<file path="config.mk">
export PLATFORM = sky130hd
export DESIGN_NAME = spi_report_rx_flat
export DESIGN_NICKNAME = d
export VERILOG_FILES = /design/src/rtl/spi_report_rx_if.sv /design/src/rtl/spi_report_rx.sv /design/src/flat_wrapper.sv
export SDC_FILE = /design/constraint.sdc
export NUM_CORES = 1
export LEC_CHECK = 0
export ABC_AREA = 1
export BUFFER_PORTS_ARGS = -buffer_cell sky130_fd_sc_hd__buf_2
export CORE_MARGIN = 3
export CORE_UTILIZATION = 55
export CTS_CLUSTER_SIZE = 14
export DETAILED_ROUTE_END_ITERATION = 12
export GPL_TIMING_DRIVEN = 0
export MAX_ROUTING_LAYER = met4
export PLACE_DENSITY = 0.71
export RECOVER_POWER = 50
export SYNTH_ARGS = -nofsm -noshare
export SYNTH_HDL_FRONTEND = slang
export SYNTH_SLANG_ARGS = --single-unit
</file>
<file path="constraint.sdc">
create_clock -name clk -period 1.7 [get_ports clk]
set_clock_uncertainty 0.15 [all_clocks]
set_input_delay 0.085 -clock clk [delete_from_list [all_inputs] [get_ports clk]]
set_output_delay 0.085 -clock clk [all_outputs]
set_load 0.01 [all_outputs]
</file>
<file path="src/rtl/spi_report_rx_if.sv">
`default_nettype none
//==============================================================================
// Module   : spi_report_rx_if
// Purpose  : Bundles the SPI pins and the CPU register-read port of
//            spi_report_rx. The master modport is the host/CPU side, the slave
//            modport is the receiver.
// Revision : 1.0 - initial release
//==============================================================================
interface spi_report_rx_if #(
  parameter int DATA_W = 32,
  parameter int NREGS  = 4
);
  localparam int SEL_W = $clog2(NREGS);

  // SPI pins, asynchronous to clk
  logic              ss;
  logic              sclk;
  logic              mosi;
  // CPU read port
  logic [SEL_W-1:0]  rreg;
  logic [DATA_W-1:0] rdata;
  logic              rnew;
  logic              rack;
  logic              irq;
  logic [7:0]        err_cnt;

  modport master (
    output ss, sclk, mosi, rreg, rack,
    input  rdata, rnew, irq, err_cnt
  );

  modport slave (
    input  ss, sclk, mosi, rreg, rack,
    output rdata, rnew, irq, err_cnt
  );
endinterface

`default_nettype wire

</file>
<file path="src/rtl/spi_report_rx.sv">
`default_nettype none
//==============================================================================
// Module   : spi_report_rx
// Purpose  : Oversampled SPI (mode 0, MSB first) slave receiving SS-framed
//            reports {payload, index}. The payload lands in report register
//            [index]; per-register new flags, an IRQ and a saturating error
//            counter are provided.
// Options  : define SPI_REPORT_RX_CRC_EN to append a CRC-8 byte (poly 0x07,
//            init 0x00) to every frame and reject frames whose CRC mismatches.
// Revision : 1.0 - initial release
//==============================================================================
module spi_report_rx #(
  parameter int DATA_W      = 32,
  parameter int ID_W        = 8,
  parameter int NREGS       = 4,
  parameter int SYNC_STAGES = 2
) (
  input wire             clk,
  input wire             resetn,
  spi_report_rx_if.slave bus
);

`ifdef SPI_REPORT_RX_CRC_EN
  localparam int CRC_W   = 8;
`else
  localparam int CRC_W   = 0;
`endif
  localparam int BODY_W  = DATA_W + ID_W;
  localparam int FRAME_W = BODY_W + CRC_W;
  localparam int CNT_W   = $clog2(FRAME_W + 1);
  localparam int SEL_W   = $clog2(NREGS);

  typedef enum logic [1:0] {
    ST_IDLE    = 2'd0,
    ST_SHIFT   = 2'd1,
    ST_COMMIT  = 2'd2,
    ST_WAIT_SS = 2'd3
  } state_t;

  // ---------------------------------------------------------------------------
  // Input synchronisers
  // ---------------------------------------------------------------------------
  logic [SYNC_STAGES-1:0] ss_sync_q,   ss_sync_d;
  logic [SYNC_STAGES-1:0] sclk_sync_q, sclk_sync_d;
  logic [SYNC_STAGES-1:0] mosi_sync_q, mosi_sync_d;
  logic [SYNC_STAGES-1:0] fill_q,      fill_d;
  logic                   sclk_prev_q, sclk_prev_d;

  logic ss_s;
  logic sclk_s;
  logic mosi_s;
  logic sync_ready;
  logic sclk_rise;

  // Shift the raw pins into the synchroniser chains; fill tracks when the
  // chains hold real pin samples rather than their reset values.
  always_comb begin
    ss_sync_d   = {ss_sync_q[SYNC_STAGES-2:0],   bus.ss};
    sclk_sync_d = {sclk_sync_q[SYNC_STAGES-2:0], bus.sclk};
    mosi_sync_d = {mosi_sync_q[SYNC_STAGES-2:0], bus.mosi};
    fill_d      = {fill_q[SYNC_STAGES-2:0],      1'b1};
    sclk_prev_d = sclk_sync_q[SYNC_STAGES-1];
  end

  assign ss_s       = ss_sync_q[SYNC_STAGES-1];
  assign sclk_s     = sclk_sync_q[SYNC_STAGES-1];
  assign mosi_s     = mosi_sync_q[SYNC_STAGES-1];
  assign sync_ready = fill_q[SYNC_STAGES-1];
  assign sclk_rise  = sclk_s & ~sclk_prev_q;

  // Synchroniser flops; idle bus levels after reset
  always_ff @(posedge clk or negedge resetn) begin
    if (!resetn) begin
      ss_sync_q   <= '1;
      sclk_sync_q <= '0;
      mosi_sync_q <= '0;
      fill_q      <= '0;
      sclk_prev_q <= 1'b0;
    end else begin
      ss_sync_q   <= ss_sync_d;
      sclk_sync_q <= sclk_sync_d;
      mosi_sync_q <= mosi_sync_d;
      fill_q      <= fill_d;
      sclk_prev_q <= sclk_prev_d;
    end
  end

  // ---------------------------------------------------------------------------
  // Frame decode
  // ---------------------------------------------------------------------------
  state_t               state_q, state_d;
  logic [CNT_W-1:0]     cnt_q,   cnt_d;
  logic [FRAME_W-1:0]   shift_q, shift_d;
  logic                 overrun_q, overrun_d;
  logic                 armed_q,   armed_d;

  logic [DATA_W-1:0]    payload;
  logic [ID_W-1:0]      idx;
  logic                 idx_ok;
  logic                 crc_ok;
  logic                 frame_ok;
  logic                 wr_en;
  logic                 err_inc;
  logic [SEL_W-1:0]     wr_idx;

  assign payload  = shift_q[FRAME_W-1 -: DATA_W];
  assign idx      = shift_q[CRC_W +: ID_W];
  assign idx_ok   = 32'(idx) < 32'(NREGS);
  assign wr_idx   = idx[SEL_W-1:0];
  assign frame_ok = idx_ok & crc_ok;

`ifdef SPI_REPORT_RX_CRC_EN
  logic [7:0] crc_q, crc_d;

  // Serial CRC-8 over payload+index; restarts whenever the FSM is idle
  always_comb begin
    crc_d = crc_q;
    if (state_q == ST_IDLE) begin
      crc_d = 8'h00;
    end else if (state_q == ST_SHIFT && !ss_s && sclk_rise &&
                 cnt_q < CNT_W'(BODY_W)) begin
      crc_d = {crc_q[6:0], 1'b0} ^ ((crc_q[7] ^ mosi_s) ? 8'h07 : 8'h00);
    end
  end

  // CRC accumulator
  always_ff @(posedge clk or negedge resetn) begin
    if (!resetn) begin
      crc_q <= 8'h00;
    end else begin
      crc_q <= crc_d;
    end
  end

  assign crc_ok = (crc_q == shift_q[7:0]);
`else
  assign crc_ok = 1'b1;
`endif

  // Next-state logic: frame assembly, commit decision and error events.
  // armed blocks reception after reset until ss has been seen high, so a
  // frame interrupted by reset is not picked up part-way through.
  always_comb begin
    state_d   = state_q;
    cnt_d     = cnt_q;
    shift_d   = shift_q;
    overrun_d = overrun_q;
    armed_d   = armed_q;
    wr_en     = 1'b0;
    err_inc   = 1'b0;

    if (sync_ready && ss_s) begin
      armed_d = 1'b1;
    end

    case (state_q)
      ST_IDLE: begin
        if (armed_q && !ss_s) begin
          state_d = ST_SHIFT;
          cnt_d   = '0;
        end
      end
      ST_SHIFT: begin
        if (ss_s) begin
          state_d = ST_IDLE;
          if (cnt_q != '0) begin
            err_inc = 1'b1;
          end
        end else if (sclk_rise) begin
          shift_d = {shift_q[FRAME_W-2:0], mosi_s};
          cnt_d   = cnt_q + CNT_W'(1);
          if (cnt_q == CNT_W'(FRAME_W - 1)) begin
            state_d = ST_COMMIT;
          end
        end
      end
      ST_COMMIT: begin
        if (frame_ok) begin
          wr_en = 1'b1;
        end else begin
          err_inc = 1'b1;
        end
        overrun_d = 1'b0;
        state_d   = ST_WAIT_SS;
      end
      ST_WAIT_SS: begin
        if (ss_s) begin
          state_d = ST_IDLE;
        end else if (sclk_rise && !overrun_q) begin
          err_inc   = 1'b1;
          overrun_d = 1'b1;
        end
      end
      default: state_d = ST_IDLE;
    endcase
  end

  // Receive FSM and shift datapath
  always_ff @(posedge clk or negedge resetn) begin
    if (!resetn) begin
      state_q   <= ST_IDLE;
      cnt_q     <= '0;
      shift_q   <= '0;
      overrun_q <= 1'b0;
      armed_q   <= 1'b0;
    end else begin
      state_q   <= state_d;
      cnt_q     <= cnt_d;
      shift_q   <= shift_d;
      overrun_q <= overrun_d;
      armed_q   <= armed_d;
    end
  end

  // ---------------------------------------------------------------------------
  // Report registers, new flags, IRQ and error counter
  // ---------------------------------------------------------------------------
  logic [DATA_W-1:0] regs_q [NREGS];
  logic [DATA_W-1:0] regs_d [NREGS];
  logic [NREGS-1:0]  new_q,  new_d;
  logic              irq_q,  irq_d;
  logic [7:0]        err_q,  err_d;
  logic              rsel_ok;

  assign rsel_ok = 32'(bus.rreg) < 32'(NREGS);

  // Register writes and flag updates; a commit overrides a same-cycle rack
  always_comb begin
    regs_d = regs_q;
    new_d  = new_q;
    if (bus.rack && rsel_ok) begin
      new_d[bus.rreg] = 1'b0;
    end
    if (wr_en) begin
      regs_d[wr_idx] = payload;
      new_d[wr_idx]  = 1'b1;
    end
    irq_d = |new_q;
    err_d = (err_inc && err_q != 8'hFF) ? err_q + 8'd1 : err_q;
  end

  // Report register file and status flops
  always_ff @(posedge clk or negedge resetn) begin
    if (!resetn) begin
      for (int i = 0; i < NREGS; i++) begin
        regs_q[i] <= '0;
      end
      new_q <= '0;
      irq_q <= 1'b0;
      err_q <= 8'h00;
    end else begin
      regs_q <= regs_d;
      new_q  <= new_d;
      irq_q  <= irq_d;
      err_q  <= err_d;
    end
  end

  assign bus.rdata   = rsel_ok ? regs_q[bus.rreg] : '0;
  assign bus.rnew    = rsel_ok ? new_q[bus.rreg]  : 1'b0;
  assign bus.irq     = irq_q;
  assign bus.err_cnt = err_q;

endmodule

`default_nettype wire

</file>
<file path="src/flat_wrapper.sv">
// flat-port wrapper written by rule: the top's interface ports become plain ports
module spi_report_rx_flat 
#(
  parameter int DATA_W      = 32,
  parameter int ID_W        = 8,
  parameter int NREGS       = 4,
  parameter int SYNC_STAGES = 2
)
  (clk, resetn, bus_ss, bus_sclk, bus_mosi, bus_rreg, bus_rack, bus_rdata, bus_rnew, bus_irq, bus_err_cnt);
  spi_report_rx_if #(.DATA_W(DATA_W), .NREGS(NREGS)) bus_i ();
  input wire clk;
  input wire resetn;
  input wire logic [$bits(bus_i.ss)-1:0] bus_ss;
  input wire logic [$bits(bus_i.sclk)-1:0] bus_sclk;
  input wire logic [$bits(bus_i.mosi)-1:0] bus_mosi;
  input wire logic [$bits(bus_i.rreg)-1:0] bus_rreg;
  input wire logic [$bits(bus_i.rack)-1:0] bus_rack;
  output wire logic [$bits(bus_i.rdata)-1:0] bus_rdata;
  output wire logic [$bits(bus_i.rnew)-1:0] bus_rnew;
  output wire logic [$bits(bus_i.irq)-1:0] bus_irq;
  output wire logic [$bits(bus_i.err_cnt)-1:0] bus_err_cnt;
  assign bus_i.ss = bus_ss;
  assign bus_i.sclk = bus_sclk;
  assign bus_i.mosi = bus_mosi;
  assign bus_i.rreg = bus_rreg;
  assign bus_i.rack = bus_rack;
  assign bus_rdata = bus_i.rdata;
  assign bus_rnew = bus_i.rnew;
  assign bus_irq = bus_i.irq;
  assign bus_err_cnt = bus_i.err_cnt;
  spi_report_rx #(.DATA_W(DATA_W), .ID_W(ID_W), .NREGS(NREGS), .SYNC_STAGES(SYNC_STAGES)) u_core (.clk(clk), .resetn(resetn), .bus(bus_i));
endmodule
</file>
==> flow_summary_export.csv, run 1 <==
group,metric,value,unit
final_layout,antenna_cells,0,
sta,setup_viol,0,
final_layout,mostFrequentLayoutCells,"206 x nand2_1, 197 x dfrtp_1, 121 x o21ai_1",
clock_network,clock_sinks,200,
power,power_density,993,mW/mm^2
sta,relSlewSlack,33.2,%
sta,final.period_utilization,98.2,%
sta,hold_ws,91.6,ps
routing,drc,0,
sta,slew_viol_final,0,
global_route,grt.total_usage,26.1,%
sta,hold_violations,0,
logic_synthesis,syn_area_per_cell,9.46,sq um
placed_design,dpl_cell_area,0.00924,sq mm
floorplan,die_h,132,um
critical_path,endpoint_kind,"register",
floorplan,core_area,0.0154,sq mm
sta,period_minus_slack,1670,ps
final_layout,final_cells,1229,
run,maxCapViolations,0,
global_route,grt_max_degree,111,
clock_network,cts_buffers,17,
clock_network,clk_pin_slew,70,ps
routing,avgRoutedWirePerCell,17.5,um
critical_path,crit_path_max_fanout,10,
global_route,overflow,0,
placed_design,placed_cells_incl_taps,1179,
logic_synthesis,synthCells,920,
global_route,grt_pass1_wl,34700,um
power,p_clk_share,40.3,%
sta,max_slew.worst_pin.slew,1000,ps
routing,vias,6845,
placed_design,place.gp.congestion,0.865,
global_route,antenna_found_initial,0,
final_layout,layout_commonest_cell,"nand2_1",
clock_network,cts_tree,"done",
logic_synthesis,synth_nets,931,
sta,rsz0062_at_grt,"yes",
power,power_leakage,4.73,nW
global_route,grt_pass1_vias,6696,
clock_network,clk_latency,440,ps
floorplan,rows,45,
placed_design,hpwlAfterDp,13300,um
routing,drt_wl_total,21400,um
final_layout,drive_gt1_share,21.6,%
logic_synthesis,ys_seq_elements,200,
routing,drt-pass1-iter-count,5,
critical_path,crit_arrival,1830,ps
power,total_power,10.1,mW
critical_path,cp.required,1860,ps
floorplan,initial_core_util,56.6,%
floorplan,die_x,132,um
power,combPwrFrac,9.4,%
clock_network,cts_buffer_depth,2,
logic_synthesis,ys_seq_area_share,57.5,%
power,switching_share,24.9,%
final_layout,area_delta_synth_final,17.2,%
power,p_int,7.61,mW
routing,drtIter0Drc,514,
logic_synthesis,yosys_warnings,0,
routing,ant_nets,0,
critical_path,path_class,"reg2reg",
routing,avgViaCountPerCell,5.57,
floorplan,dieArea,0.0174,sq mm
final_layout,fin_nets,1017,
logic_synthesis,ys_types,34,
hold_path,min_path_type,"in2reg",
critical_path,start_kind,"register",
final_layout,design_area,0.0102,sq mm
placed_design,io_buffers,47,
power,seqPwrFrac,50.3,%
floorplan,io_pins,50,
logic_synthesis,syn-cell-area,0.00870,sq mm
sta,final.setup.tns,0,ps
power,p_switching,2.52,mW
clock_network,cts_root_buf,"clkbuf_16",
outcome,status,"finished clean",
clock_network,h-tree-depth,4,
sta,fmax,599,MHz
power,vdd_ir_drop_max,0.800,mV
[worst max-delay path: stages (launching register included)]
cell and delay, ps:
dfrtp_1 400, nor2_1 130, nand3_2 100, inv_2 80, buf_6 90, nand4_1 120, buf_6 190, buf_6 150
nand2_1 60, o21ai_1 70
[through the flow]
step	util (%)	setup slack, ps
final	66.4	30.5
after global routing	66.4	-64.2
after CTS	64.4	6.40
after detailed placement	60.1	-9.52
after global placement	59.9	-2930
after floorplan	-	189
[flip-flops by register name, summed over array words and instances, names as in the netlist, named ones only]
name / count
u_core.armed_q: 1
u_core.bus.err_cnt: 8
u_core.bus.irq: 1
u_core.cnt_q: 6
u_core.fill_q: 2
u_core.mosi_sync_q: 2
u_core.new_q: 4
u_core.overrun_q: 1
u_core.regs_q: 128
u_core.sclk_prev_q: 1
u_core.sclk_sync_q: 2
u_core.shift_q: 40
u_core.ss_sync_q: 2
u_core.state_q: 1
[synth_stat cells]
cell type / count / area, sq um
clkbuf_2: 2 / 10.0
o21ai_0: 7 / 35.0
buf_1: 1 / 3.75
buf_6: 20 / 225
xor2_1: 5 / 43.8
conb_1: 1 / 3.75
dfstp_2: 2 / 52.6
o21ai_2: 37 / 324
buf_2: 9 / 45.0
or4_1: 1 / 7.51
nor3_2: 1 / 10.0
inv_1: 58 / 218
nand3_4: 1 / 17.5
buf_4: 12 / 90.1
nor2_4: 1 / 11.3
a21oi_1: 3 / 15.0
nor2_2: 4 / 25.0
o21ai_1: 130 / 651
nand2_2: 3 / 18.8
o21bai_1: 1 / 7.51
nor3_1: 2 / 10.0
nand3_2: 2 / 20.0
nand3_1: 115 / 576
ha_1: 3 / 37.5
clkbuf_1: 13 / 48.8
nand3b_1: 1 / 7.51
nand2_1: 222 / 833
nor2_1: 18 / 67.6
o21a_1: 1 / 7.51
dfrtp_1: 198 / 4950
a22oi_1: 32 / 240
a21oi_2: 4 / 35.0
nand4_1: 6 / 37.5
inv_2: 4 / 15.0
[layout make-up]
cell class / instances / area, sq um
plain buffers: 57 / 505
clock buffers: 24 / 502
fillers: 1259 / 5170
inverters: 62 / 233
flip-flops and latches: 200 / 5010
clock inverters: 7 / 91.3
well taps: 211 / 264
repair buffers: 66 / 420
multi-input cells: 602 / 3180
[power by group through the flow]
| stage | clock network [mW] | logic [mW] | registers [mW] |
|---|---|---|---|
| after floorplan | 0 | 0.519 | 5.16 |
| after global placement | 0 | 0.806 | 5.17 |
| after detailed placement | 0 | 0.836 | 5.18 |
| after CTS | 4.09 | 0.854 | 5.09 |
| after global routing | 4.30 | 1.08 | 5.12 |
| final | 4.08 | 0.954 | 5.09 |
[metal layers]
metal,vias to the layer above,routed length (um),track usage (%)
met5,-,0,-
met4,0,364,7.99
met3,31,974,5.15
met2,170,10800,42.3
met1,3395,9340,33.5
li1,3249,-,-
[path summary, 6_finish.rpt]
| path | start | end | slack, ps | cells after the start |
|---|---|---|---|---|
| worst min register to register | u_core.sclk_sync_q[0] | u_core.sclk_sync_q[1] | 200 | 0 |
| worst max register to register | u_core.shift_q[5] | u_core.regs_q[59] | 30 | 9 |
| min in group asynchronous | resetn | u_core.regs_q[81] | 220 | 2 |
| worst min-delay path | bus_rreg[0] | u_core.new_q[2] | 90 | 5 |
| worst max-delay path | u_core.shift_q[5] | u_core.regs_q[59] | 30 | 9 |
| max in group asynchronous | resetn | u_core.bus.err_cnt[7] | 210 | 3 |
[kinds of logic after synthesis]
kind of cell | count (synthesis) | share of synthesized area, %
adder cells (fa/ha/maj) | 3 | 0.431
AO/OA/AOI/OAI | 215 | 15.1
buffers and inverters | 119 | 7.53
other | 1 | 0.0431
AND/OR/NAND/NOR | 377 | 18.9
flip-flops | 200 | 57.5
XOR/XNOR | 5 | 0.503
[repair_timing]
action,4_1_cts,5_1_grt
hold buffers,6,0
setup endpoints to repair,8,155
setup buffers,0,11
gates resized for setup,2,69
hold endpoints to repair,114,0
gates cloned,0,3
pin swaps,0,8
Power figures use the tool's default switching activity.
==> run 2: changes to the inputs <==
--- a/constraint.sdc
+++ b/constraint.sdc
@@ -3,3 +3,3 @@
 set_input_delay 0.085 -clock clk [delete_from_list [all_inputs] [get_ports clk]]
 set_output_delay 0.085 -clock clk [all_outputs]
-set_load 0.01 [all_outputs]
+set_load 0.02 [all_outputs]
==> run 2 against run 1 <==
Via count shrank 0.42%. Utilization is essentially flat. Worst setup slack lost 1.3 ps. Critical path type unchanged. Count of clock-buffer cells in the layout is the same. Flip-flop and latch count is the same. Die area is the same. First-iteration DRC count grew 4.3%. Cell count is the same. Sequential share of layout area is essentially flat. Non-clock buffer count is the same.
==> flow_summary_export.csv, run 2 (synthesized netlist as in run 1, its figures left out) <==
group,metric,value,unit
final_layout,layout_commonest_cell,"nand2_1",
placed_design,io_buffers,47,
critical_path,endpoint_kind,"register",
hold_path,min_path_type,"in2reg",
power,power_leakage,4.73,nW
clock_network,cts_root_buf,"clkbuf_16",
outcome,status,"finished clean",
global_route,antenna_found_initial,0,
routing,drtIter0Drc,536,
clock_network,cts_buffers,17,
floorplan,io_pins,50,
final_layout,largest_reg_flops,128,
critical_path,cpPeakStageDelay,400,ps
critical_path,crit_family,"buffers and inverters",
critical_path,cp.required,1860,ps
global_route,grt.total_usage,26.1,%
global_route,grt_pass1_wl,34600,um
placed_design,dpl_cell_area,0.00924,sq mm
critical_path,r2r_slack,30,ps
clock_network,h-tree-depth,4,
sta,relSlewSlack,33.1,%
clock_network,cts_buffer_depth,2,
floorplan,dieArea,0.0174,sq mm
sta,setup_viol,0,
final_layout,mostFrequentLayoutCells,"206 x nand2_1, 197 x dfrtp_1, 121 x o21ai_1",
routing,avgViaCountPerCell,5.55,
final_layout,fin_nets,1017,
placed_design,hpwlAfterDp,13300,um
floorplan,rows,45,
sta,rsz0062_at_grt,"yes",
critical_path,critical_path.slowest_cell,"dfrtp_1",
final_layout,multi_input_area,0.00318,sq mm
sta,period_minus_slack,1670,ps
clock_network,cts_tree,"done",
routing,avgRoutedWirePerCell,17.4,um
critical_path,crit_path_max_fanout,10,
floorplan,initial_core_util,56.6,%
global_route,overflow,0,
routing,drc,0,
sta,fmax,599,MHz
final_layout,largest_register,"u_core.regs_q",
routing,drt_wl_total,21400,um
run,maxCapViolations,0,
sta,final.period_utilization,98.3,%
critical_path,start_kind,"register",
global_route,grt_max_degree,111,
floorplan,die_x,132,um
sta,hold_violations,0,
final_layout,drive_gt1_share,21.5,%
sta,max_slew.worst_pin.slew,1000,ps
sta,slew_viol_final,0,
routing,ant_nets,0,
routing,drt-pass1-iter-count,5,
global_route,grt_pass1_vias,6684,
clock_network,clock_sinks,200,
clock_network,clk_latency,440,ps
power,power_density,993,mW/mm^2
critical_path,path_class,"reg2reg",
final_layout,antenna_cells,0,
final_layout,design_area,0.0102,sq mm
power,vdd_ir_drop_max,0.812,mV
floorplan,die_h,132,um
sta,finalWorstSetupSlack,29.2,ps
final_layout,area_delta_synth_final,17.2,%
critical_path,cp_num_buf_inv,4,
floorplan,core_area,0.0154,sq mm
final_layout,final.fill_count,1260,
placed_design,place.gp.congestion,0.865,
final_layout,regArea,0.00501,sq mm
critical_path,cp_cell_sequence,"nor2_1 > nand3_2 > inv_2 > buf_6 > nand4_1 > buf_6 > buf_6 > nand2_1 > o21ai_1",
clock_network,clk_pin_slew,70,ps
placed_design,post-place-ws,-43.2,ps
critical_path,path_common_cell,"buf_6",
routing,vias,6816,
critical_path,crit_arrival,1830,ps
## run 2: changes by cell type in the layout (fill, tap and decap cells not counted)
cell and change:
buf_4 +2, clkbuf_2 -1, clkbuf_1 +1, clkbuf_4 -2
## run 2: final cells by class
cell class	count	share of cell area, %
flip-flops and latches	200	49.1
multi-input cells	602	31.2
plain buffers	57	4.96
clock buffers	24	4.92
repair buffers	66	4.11
well taps	211	2.59
inverters	62	2.28
clock inverters	7	0.895
## run 2: path summary, 6_finish.rpt
kind,start,endpoint,cells past startpoint
worst min register to register,u_core.sclk_sync_q[0],u_core.sclk_sync_q[1],0
min in group asynchronous,resetn,u_core.regs_q[81],2
worst max register to register,u_core.shift_q[5],u_core.regs_q[59],9
max in group asynchronous,resetn,u_core.regs_q[67],3
worst max-delay path,u_core.shift_q[5],u_core.regs_q[59],9
worst min-delay path,bus_rreg[0],u_core.new_q[2],5
## run 2: per-stage QoR
step                      power, mW  std cells  setup TNS, ps  hold WS [ps]  utilization [%]
after floorplan                5.70        920              0          -361                -
after global placement         5.99       1178        -580900          39.9             59.9
after detailed placement       6.03       1179           -142          41.2             60.1
after CTS                      10.1       1216              0          53.7             64.4
after global routing           10.5       1229          -1220          99.8             66.4
final                          10.1       1229              0          85.7             66.4
## run 2: power breakdown
part	total [mW]	leakage (nW)	switching [mW]	internal, mW
Clock	4.07	0.292	1.72	2.35
Sequential	5.09	2.74	0.142	4.95
Combinational	0.972	1.70	0.664	0.308
## run 2: layer usage
metal  global-route usage (%)  vias up  routed length, um
li1                         -     3255                  -
met1                     33.7     3364               9290
met2                     42.3      169              10800
met3                     5.15       28                976
met4                     7.70        0                346
met5                        -        -                  0
## run 2: worst register-to-register path: cells and delay by family, from the launching register on
kind / cells / cell delay, ps
flip-flops: 1 / 400
AND/OR/NAND/NOR: 4 / 410
buffers and inverters: 4 / 530
AO/OA/AOI/OAI: 1 / 70
## run 2: what timing repair did
item / in CTS / in global routing
setup buffers: 0 / 11
gates resized for setup: 5 / 65
gates cloned: 0 / 3
pin swaps: 0 / 8
hold buffers: 6 / 0
endpoints found under the setup margin: 15 / 154
hold endpoints to repair: 114 / 0
==> run 3: changes to the inputs <==
- ABC_AREA: 1 -> not set
==> run 3 against run 2 <==
The run now ends with negative setup slack left. Register-to-register slack got worse by 820 ps. Final area grew 14%. Total power is 7.4% higher. Cell count fell by 25%. Maximum frequency shrank 33%. Utilization up 9.6 points. Die area fell by 0.96%. Highest routed layer unchanged. Critical path type unchanged. Hold slack gained 22 ps. Flip-flop and latch count stayed put. Sequential power is essentially flat.
==> flow_summary_export.csv, run 3 <==
group,metric,value,unit
outcome,status,"complete, but fails checks",
outcome,violations,"negative setup slack",
critical_path,path_class,"reg2reg",
final_layout,drive_gt1_share,57.0,%
logic_synthesis,synth_edf_count,0,
critical_path,start_kind,"register",
sta,rsz0062_at_grt,"yes",
placed_design,hpwlAfterDp,10400,um
final_layout,post-route-util,75.9,%
logic_synthesis,yosys_warnings,0,
final_layout,mostFrequentLayoutCells,"197 x dfrtp_1, 104 x mux2_2, 64 x mux2_4",
global_route,antenna_found_initial,0,
sta,period_minus_slack,2490,ps
placed_design,io_buffers,47,
floorplan,rows,45,
logic_synthesis,syn_area_per_cell,15.4,sq um
logic_synthesis,synthMostInstantiatedCell,"dfrtp_1",
logic_synthesis,yosysTopAreaCell,"dfrtp_1",
final_layout,design_area,0.0116,sq mm
clock_network,h-tree-depth,4,
clock_network,cts_buffer_depth,2,
logic_synthesis,synth.area.mux_share,30.6,%
logic_synthesis,synthCells,558,
floorplan,dieArea,0.0172,sq mm
placed_design,post-place-ws,-989,ps
final_layout,largest_reg_flops,128,
clock_network,clock_sinks,200,
floorplan,die_x,131,um
critical_path,cpPeakStageDelay,560,ps
critical_path,cp.required,1860,ps
critical_path,endpoint_kind,"register",
clock_network,cts_root_buf,"clkbuf_16",
logic_synthesis,synthAdderAreaFrac,0.436,%
logic_synthesis,synth-xor-area-share,0.305,%
routing,drt-pass1-iter-count,5,
final_layout,largest_register,"u_core.regs_q",
sta,fmax,401,MHz
placed_design,place.gp.congestion,0.861,
power,power_density,940,mW/mm^2
logic_synthesis,syn-cell-area,0.00862,sq mm
global_route,grt_pass1_vias,5869,
routing,drtIter0Drc,282,
final_layout,final.fill_count,859,
global_route,grt_max_degree,107,
final_layout,area_delta_synth_final,34.5,%
routing,avgViaCountPerCell,5.81,
global_route,grt.total_usage,24.3,%
floorplan,io_pins,50,
sta,setup_viol,186,
routing,drt_wl_total,19900,um
final_layout,fin_nets,711,
routing,vias,5361,
logic_synthesis,synth.area.top_cells,"dfrtp_1 57%, mux2_2 22%, mux4_2 8.6%",
run,maxCapViolations,0,
placed_design,placed_cells_incl_taps,817,
global_route,overflow,0,
sta,relSlewSlack,19.9,%
global_route,grt_pass1_wl,32000,um
routing,ant_nets,0,
power,power_leakage,5.67,nW
clock_network,cts_buffers,17,
routing,avgRoutedWirePerCell,21.5,um
logic_synthesis,synth_top_family_by_area,"multiplexers",
logic_synthesis,ys_seq_elements,200,
critical_path,cp_cell_sequence,"or4_4 > nor4b_4 > buf_4 > nand3b_1 > buf_6 > clkbuf_16 > mux2_2",
floorplan,core_area,0.0153,sq mm
sta,final.period_utilization,147,%
floorplan,initial_core_util,56.5,%
clock_network,cts_tree,"done",
final_layout,layout_commonest_cell,"dfrtp_1",
logic_synthesis,synthSimpleGateAreaFrac,5.07,%
logic_synthesis,synthArstFlopShare,100,%
clock_network,clk_pin_slew,70,ps
critical_path,crit_arrival,2650,ps
sta,hold_ws,108,ps
logic_synthesis,ys_types,56,
hold_path,min_path_type,"in2reg",
clock_network,clk_latency,430,ps
logic_synthesis,synth_commonest_cells,"198 x dfrtp_1, 168 x mux2_2, 33 x mux4_2",
logic_synthesis,synth_top_area_share,57.5,%
logic_synthesis,synth-main-ff-cell,"dfrtp_1",
logic_synthesis,synth_compound_area_share,3.67,%
final_layout,final_cells,923,
critical_path,cp_num_buf_inv,3,
logic_synthesis,synth_nets,569,
critical_path,crit_path_max_fanout,5,
final_layout,antenna_cells,0,
routing,drc,0,
logic_synthesis,ys_seq_area_share,58.1,%
critical_path,critical_path.slowest_cell,"or4_4",
power,vdd_ir_drop_max,0.722,mV
critical_path,crit_family,"simple AND/OR/NAND/NOR gates",
sta,hold_violations,0,
sta,finalWorstSetupSlack,-791,ps
placed_design,dpl_cell_area,0.00933,sq mm
floorplan,die_h,131,um
sta,slew_viol_final,0,
sta,max_slew.worst_pin.slew,1200,ps
[run 3: cell count changes after synthesis, moves of 7 or more]
cell,change
buf_6,-20
a22oi_1,-30
buf_4,-9
mux2_2,+168
inv_1,-54
o21ai_1,-129
nand2_1,-210
nor2_1,-7
nand3_1,-105
buf_1,+7
mux4_2,+33
o21ai_2,-37
[run 3: cell families after synthesis]
kind of cell	after synthesis
other	1
xor gates and xnor gates	3
and+or+nand+nor	71
buffers and inverters	37
adders and majority gates	3
AOI/OAI and AO/OA	42
muxes	201
DFF	200
[run 3: what timing repair did]
item | 4_1_cts | 5_1_grt
pin swaps | 19 | 9
cloned | 13 | 4
hold buffers | 5 | 0
endpoints found under the hold margin | 101 | 0
endpoints found under the setup margin | 213 | 220
resized for setup | 175 | 64
setup buffers | 43 | 18
[run 3: cell type report]
| class | instances | area, sq um | area share (%) |
|---|---|---|---|
| sequential | 200 | 5010 | 43.2 |
| multi-input combinational | 321 | 3880 | 33.5 |
| timing repair buffer | 126 | 1340 | 11.6 |
| clock buffer | 19 | 453 | 3.91 |
| buffer | 30 | 427 | 3.68 |
| tap | 211 | 264 | 2.28 |
| clock inverter | 12 | 198 | 1.71 |
| inverter | 4 | 15.0 | 0.130 |
[run 3: worst min-delay path, stage by stage]
cell and delay (ps):
clkbuf_2 280, or3b_2 180, a21o_1 110
[run 3: path summary, 6_finish.rpt]
| check | cells after the start | end | from | slack (ps) |
|---|---|---|---|---|
| setup / recovery | 7 | u_core.regs_q[62] | u_core.shift_q[5] | -790 |
| hold / removal | 3 | u_core.new_q[0] | bus_rreg[1] | 110 |
| setup reg to reg | 7 | u_core.regs_q[62] | u_core.shift_q[5] | -790 |
| hold reg to reg | 0 | u_core.fill_q[1] | u_core.fill_q[0] | 210 |
| max in group asynchronous | 3 | u_core.shift_q[23] | resetn | 60 |
| min in group asynchronous | 2 | u_core.bus.err_cnt[6] | resetn | 250 |
[run 3: power breakdown]
part	switching [mW]	total, mW	internal (mW)
sequential	0.172	5.06	4.89
clock	1.78	4.46	2.68
combinational	0.720	1.37	0.650
[run 3: metal layers]
| layer | vias to the layer above | track usage [%] | wire (um) |
|---|---|---|---|
| met4 | 0 | 6.48 | 359 |
| met3 | 30 | 4.98 | 677 |
| li1 | 2366 | - | - |
| met5 | - | - | 0 |
| met2 | 84 | 39.8 | 10300 |
| met1 | 2881 | 31.6 | 8520 |
[run 3: metrics by stage]
step                      setup TNS (ps)  power [mW]
after floorplan                   -68700        5.87
after global placement           -660610        6.14
after detailed placement         -134510        6.20
after CTS                        -107230        10.9
after global routing             -136700        11.3
final                            -102170        10.9
